<file path="src/rtl/mips_defs.sv">
// rtl/mips_defs.sv - MIPS opcode/funct constants shared by the decode stage
package mips_defs;

  localparam int DATA_W = 32;

  localparam logic [DATA_W-1:0] NOP_INSTR = 32'h0000_0000;

  localparam logic [5:0] OP_RTYPE  = 6'h00;
  localparam logic [5:0] OP_REGIMM = 6'h01;
  localparam logic [5:0] OP_J      = 6'h02;
  localparam logic [5:0] OP_JAL    = 6'h03;
  localparam logic [5:0] OP_BEQ    = 6'h04;
  localparam logic [5:0] OP_BNE    = 6'h05;
  localparam logic [5:0] OP_BLEZ   = 6'h06;
  localparam logic [5:0] OP_BGTZ   = 6'h07;
  localparam logic [5:0] OP_ANDI   = 6'h0C;
  localparam logic [5:0] OP_ORI    = 6'h0D;
  localparam logic [5:0] OP_XORI   = 6'h0E;
  localparam logic [5:0] OP_LUI    = 6'h0F;

  localparam logic [5:0] FN_JR     = 6'h08;
  localparam logic [5:0] FN_JALR   = 6'h09;

  // Only the logical immediates zero-extend; LUI shifts its immediate and
  // the arithmetic immediates sign-extend.
  function automatic logic is_zext_op(input logic [5:0] op);
    return (op == OP_ANDI) || (op == OP_ORI) || (op == OP_XORI);
  endfunction

endpackage

</file>
<file path="src/rtl/flopenrc.sv">
// rtl/flopenrc.sv - flop with synchronous reset, synchronous clear and enable
module flopenrc #(
  parameter int               WIDTH     = 32,
  parameter logic [WIDTH-1:0] RESET_VAL = '0
) (
  input  logic             clk,
  input  logic             rst,
  input  logic             en,
  input  logic             clr,
  input  logic [WIDTH-1:0] d,
  output logic [WIDTH-1:0] q
);

  logic [WIDTH-1:0] q_q;
  logic [WIDTH-1:0] q_d;

  // Clear beats enable so a flush squashes even a stalled stage.
  always_comb begin
    q_d = q_q;
    if (clr) begin
      q_d = RESET_VAL;
    end else if (en) begin
      q_d = d;
    end
  end

  always_ff @(posedge clk) begin
    if (rst) begin
      q_q <= RESET_VAL;
    end else begin
      q_q <= q_d;
    end
  end

  assign q = q_q;

endmodule

</file>
<file path="src/rtl/ifid_decode.sv">
// rtl/ifid_decode.sv - IF/ID pipeline register with instruction field decode
module ifid_decode #(
  parameter int          DATA_W    = 32,
  parameter logic [31:0] NOP_INSTR = mips_defs::NOP_INSTR
) (
  input  logic              clk,
  input  logic              rst,
  input  logic              stall_d,
  input  logic              flush_d,
  input  logic [DATA_W-1:0] instr_f,
  input  logic [DATA_W-1:0] pcplus4_f,
  input  logic              valid_f,
  output logic [DATA_W-1:0] instr_d,
  output logic [DATA_W-1:0] pcplus4_d,
  output logic              valid_d,
  output logic [5:0]        op_d,
  output logic [4:0]        rs_d,
  output logic [4:0]        rt_d,
  output logic [4:0]        rd_d,
  output logic [4:0]        shamt_d,
  output logic [5:0]        funct_d,
  output logic [15:0]       imm_d,
  output logic              is_imm_d,
  output logic              is_branch_d,
  output logic              is_jump_d
);

  import mips_defs::*;

  logic              load_en;
  logic [DATA_W-1:0] instr_load;
  logic [0:0]        valid_q;

  assign load_en    = ~stall_d;
  // A fetch bubble enters as a NOP so downstream never sees stale bits.
  assign instr_load = valid_f ? instr_f : NOP_INSTR[DATA_W-1:0];

  flopenrc #(.WIDTH(DATA_W), .RESET_VAL(NOP_INSTR[DATA_W-1:0])) u_instr (
    .clk (clk),
    .rst (rst),
    .en  (load_en),
    .clr (flush_d),
    .d   (instr_load),
    .q   (instr_d)
  );

  flopenrc #(.WIDTH(DATA_W), .RESET_VAL('0)) u_pcplus4 (
    .clk (clk),
    .rst (rst),
    .en  (load_en),
    .clr (flush_d),
    .d   (pcplus4_f),
    .q   (pcplus4_d)
  );

  flopenrc #(.WIDTH(1), .RESET_VAL(1'b0)) u_valid (
    .clk (clk),
    .rst (rst),
    .en  (load_en),
    .clr (flush_d),
    .d   (valid_f),
    .q   (valid_q)
  );

  assign valid_d = valid_q[0];

  always_comb begin
    op_d        = instr_d[31:26];
    rs_d        = instr_d[25:21];
    rt_d        = instr_d[20:16];
    rd_d        = instr_d[15:11];
    shamt_d     = instr_d[10:6];
    funct_d     = instr_d[5:0];
    imm_d       = instr_d[15:0];
    is_imm_d    = is_zext_op(instr_d[31:26]);
    is_branch_d = 1'b0;
    is_jump_d   = 1'b0;
    // Class flags feed the hazard unit, so bubbles must never raise them.
    if (valid_d) begin
      unique case (instr_d[31:26])
        OP_BEQ, OP_BNE, OP_BLEZ, OP_BGTZ, OP_REGIMM: is_branch_d = 1'b1;
        OP_J, OP_JAL:                                is_jump_d   = 1'b1;
        OP_RTYPE: is_jump_d = (instr_d[5:0] == FN_JR) || (instr_d[5:0] == FN_JALR);
        default: ;
      endcase
    end
  end

endmodule

</file>
<file path="config.mk">
export PLATFORM = sky130hd
export DESIGN_NAME = ifid_decode
export DESIGN_NICKNAME = d
export VERILOG_FILES = /design/src/rtl/mips_defs.sv /design/src/rtl/flopenrc.sv /design/src/rtl/ifid_decode.sv
export SDC_FILE = /design/constraint.sdc
export NUM_CORES = 1
export LEC_CHECK = 0
export CAP_MARGIN = 20
export CORE_MARGIN = 3
export CORE_UTILIZATION = 35
export DETAILED_ROUTE_END_ITERATION = 10
export GPL_ROUTABILITY_DRIVEN = 0
export PLACE_DENSITY = 0.8
export RECOVER_POWER = 50
export SLEW_MARGIN = 0
export SYNTH_ARGS = -nofsm -noshare
export SYNTH_HDL_FRONTEND = slang
export SYNTH_SLANG_ARGS = --single-unit
</file>
<file path="constraint.sdc">
create_clock -name clk -period 1.5 [get_ports clk]
set_clock_uncertainty 0.15 [all_clocks]
set_input_delay 0.3 -clock clk [delete_from_list [all_inputs] [get_ports clk]]
set_output_delay 0.3 -clock clk [all_outputs]
set_load 0.05 [all_outputs]
</file>
==> impl_metrics.env <==
export IMPL_outcome="finished with violations"
export IMPL_violations="setup timing"
export IMPL_drcViolationCount=0
export IMPL_yosys_top_cells_area="sky130_fd_sc_hd__dfxtp_1 48%, sky130_fd_sc_hd__buf_4 15%, sky130_fd_sc_hd__mux2i_1 12%"
export IMPL_cp_num_buf_inv=1
export IMPL_timing_fmax_ghz=0.5252
export IMPL_final_layout_size_suffix_gt1_frac=0.4184
export IMPL_clk_transition_reported_paths_ps=60
export IMPL_first_global_vias=2711
export IMPL_post_synth_xor_area_fraction=0
export IMPL_path_cells="nor4b_4, a21oi_2, nor3_4, buf_12"
export IMPL_setup_viol=12
export IMPL_synth_edf_count=0
export IMPL_netlist_area_leader_share=0.4846
export IMPL_die_area_um2=8758
export IMPL_synthesis_yosys_warnings=0
export IMPL_power_total_w=0.004222
export IMPL_global_route_overflow_total=0
export IMPL_number_of_standard_cells_after_synthesis=274
export IMPL_layout_filler_cells=431
export IMPL_worstReg2RegStart="u_instr.q[4]"
export IMPL_power_density_cell_area_nw_per_um2=765.8
export IMPL_setup_worst_path_start_class="flop"
export IMPL_antenna_diode_count=0
export IMPL_final_util=0.7520
export IMPL_tritoncts="built"
export IMPL_grt_pass1_wl_mm=14.49
export IMPL_clk_latency_worst_skew_pair_ps=340
export IMPL_design_core_area_um2=7331
export IMPL_detail_route_antenna_nets=0
export IMPL_cts_hold_fix_buffers=0
export IMPL_hold_path_startpoint="u_pcplus4.q[20]"
export IMPL_maxSlewViolCount=0
export IMPL_max_cap_violations=0
export IMPL_route_final_wire_length_mm=9.493
export IMPL_cp_end_kind="primary output"
export IMPL_final_setup_tns_ps=-1121
export IMPL_cp_slowest_stage_delay_ps=350
export IMPL_clock_buffer_count_from_cts=9
export IMPL_grt_setup_unrepaired="true"
export IMPL_start_util=0.3663
export IMPL_final_cycle_utilization_of_the_critical_path=1.269
export IMPL_largest_net_degree_at_the_start_of_global_routing=36
export IMPL_instances_no_fill=522
export IMPL_iteration_0_drc_markers=95
export IMPL_synth_top_family_by_area="buffers and inverters"
export IMPL_floorplan_io_pins=185
export IMPL_ir_drop_mv=0.6489
export IMPL_kind_of_path_behind_the_tightest_hold_check="flop to flop"
export IMPL_synth_top_flop_cell="sky130_fd_sc_hd__dfxtp_1"
export IMPL_cts_htree_levels=3
export IMPL_via_per_inst=4.820
export IMPL_root_buffer_selected_by_cts="sky130_fd_sc_hd__clkbuf_8"
export IMPL_timing_critical_path_arrival_ps=1450
export IMPL_area_growth_synth_to_final_pct=105.3
export IMPL_seqCellArea_um2=1345
export IMPL_detail_route_wl_per_cell_um=18.19
export IMPL_min_period_ps=1904
export IMPL_crit_slowest_cell="sky130_fd_sc_hd__dfxtp_4"
export IMPL_dr_pass1_iters=4
export IMPL_hold_violations=0
export IMPL_yosysMostFrequentCell="sky130_fd_sc_hd__nor2_1"
export IMPL_async_flop_share=0
export IMPL_synth_compound_gate_area_share=0.09692
export IMPL_floorplan_die_height_um=93.59
export IMPL_synth_mux_area_frac=0.1193
export IMPL_post_synth_top_area_cell="sky130_fd_sc_hd__dfxtp_1"
export IMPL_ys_seq_elements=65
export IMPL_die_x_um=93.59
export IMPL_area_of_the_mapped_netlist_um2=2685
export IMPL_max_clock_path_buffers=2
export IMPL_post_synth_num_cell_types=16
export IMPL_synthSimpleGateAreaFrac=0.1095
export IMPL_synthesis_area_per_instance_um2=9.800
export IMPL_post_synth_most_frequent_cells="68 x sky130_fd_sc_hd__nor2_1, 65 x sky130_fd_sc_hd__dfxtp_1, 53 x sky130_fd_sc_hd__buf_4, 32 x sky130_fd_sc_hd__a22oi_1, 32 x sky130_fd_sc_hd__mux2i_1"
export IMPL_worst_endpoint_required_ps=1050
export IMPL_synth_nets=343
export IMPL_clock_sinks=65
export IMPL_antenna_found_initial=0
export IMPL_cpLargestDelayFamily="simple AND/OR/NAND/NOR gates"
export IMPL_critPathKind="flop to primary output"
export IMPL_dp_cells=506
export IMPL_leak_nw=2.240
export IMPL_worst_max_slew_margin_expressed_relative_to_the_limit=0.7410
export IMPL_dp_hpwl_mm=7.251
export IMPL_grtUsageTotal=0.2146
export IMPL_core_rowCount=31
export IMPL_worst_slack_ps=-404.0
export IMPL_num_nets_final=488
export IMPL_footprint_of_the_multi_input_gates_um2=940.9
export IMPL_crit_path_start="u_instr.q[1]"
export IMPL_worstPathMaxFanout=2
export IMPL_detailroute_via_count=2516
export IMPL_worst_slew_pin_slew_ps=388.4
export IMPL_quantity_of_i_o_buffers_inserted_on_ports=184
export IMPL_synth_sequential_area_ratio=0.4846
export IMPL_post_synth_fa_ha_maj_area_fraction=0
==> worst paths after layout <==
check,to,slack (ps),cells after the start
max,is_jump_d,-400,4
min,u_pcplus4.q[20],350,2
max reg2reg,u_instr.q[4],450,3
min reg2reg,u_pcplus4.q[20],350,2
==> timing repair <==
item | in CTS | in global routing
hold endpoints to repair | 0 | 0
buffers inserted | 1 | 2
resized for setup | 18 | 7
endpoints found under the setup margin | 26 | 20
pin swaps | 4 | 4
==> placed cells by master (no fill, tap or decap), types with 5 or more instances in the layout <==
cell                                n
sky130_fd_sc_hd__buf_12           101
sky130_fd_sc_hd__dfxtp_4            7
sky130_fd_sc_hd__buf_6              5
sky130_fd_sc_hd__buf_4              6
sky130_fd_sc_hd__a22oi_1           32
sky130_fd_sc_hd__clkbuf_8          11
sky130_fd_sc_hd__dfxtp_2           14
sky130_fd_sc_hd__dfxtp_1           44
sky130_fd_sc_hd__mux2i_1           32
sky130_fd_sc_hd__clkdlybuf4s50_1   66
sky130_fd_sc_hd__nor2_1            66
sky130_fd_sc_hd__clkbuf_2          18
==> sequential cells by signal, indices dropped and copies added (netlist names) <==
register	count
u_pcplus4.q	32
u_valid.q	1
u_instr.q	32
==> stage by stage <==
stage	worst slack, ps	area, µm²	hold WS (ps)
3_3_place_gp	-45.28	5545	388.3
6_report	-404.0	5513	349.0
4_1_cts	-375.3	5798	367.0
3_5_place_dp	-125.2	5545	392.8
2_1_floorplan	-147.0	2751	292.8
5_1_grt	-456.8	5513	383.5
==> logic make-up (layout without fill, tap and decap cells) <==
logic type | after synthesis | count (layout)
buf+inv | 67 | 216
simple gates | 74 | 74
mux | 32 | 32
flops | 65 | 65
compound gates | 36 | 36
==> where the power goes <==
group | switching, W | total (W) | internal [W] | leakage [nW]
Sequential | 0.0000579 | 0.00182 | 0.00176 | 0.540
Clock | 0.000638 | 0.00148 | 0.000844 | 0.102
Combinational | 0.000453 | 0.000917 | 0.000464 | 1.60
==> metal layers <==
| metal | wire [µm] | share of wire | GRT usage | vias up |
|---|---|---|---|---|
| met5 | 0 | 0 | 0 | - |
| met1 | 3283 | 0.35 | 0.2185 | 1206 |
| met2 | 5201 | 0.55 | 0.3967 | 130 |
| met4 | 226 | 0.024 | 0.08905 | 0 |
| met3 | 781 | 0.082 | 0.07321 | 16 |
| li1 | - | - | - | 1164 |
==> final cells by class <==
type | count | share of cell area
repair buffers | 200 | 0.5268
multi-input cells | 142 | 0.1707
inverters | 1 | 0.0006809
clock inverters | 3 | 0.007263
well taps | 99 | 0.02247
clock buffers | 12 | 0.02814
flip-flops and latches | 65 | 0.2440
==> tightest hold or removal path, stage by stage, from the launching register on <==
cell,delay (ps)
sky130_fd_sc_hd__dfxtp_1,330
sky130_fd_sc_hd__mux2i_1,70
sky130_fd_sc_hd__nor2_1,70
Power figures use the tool's default switching activity.
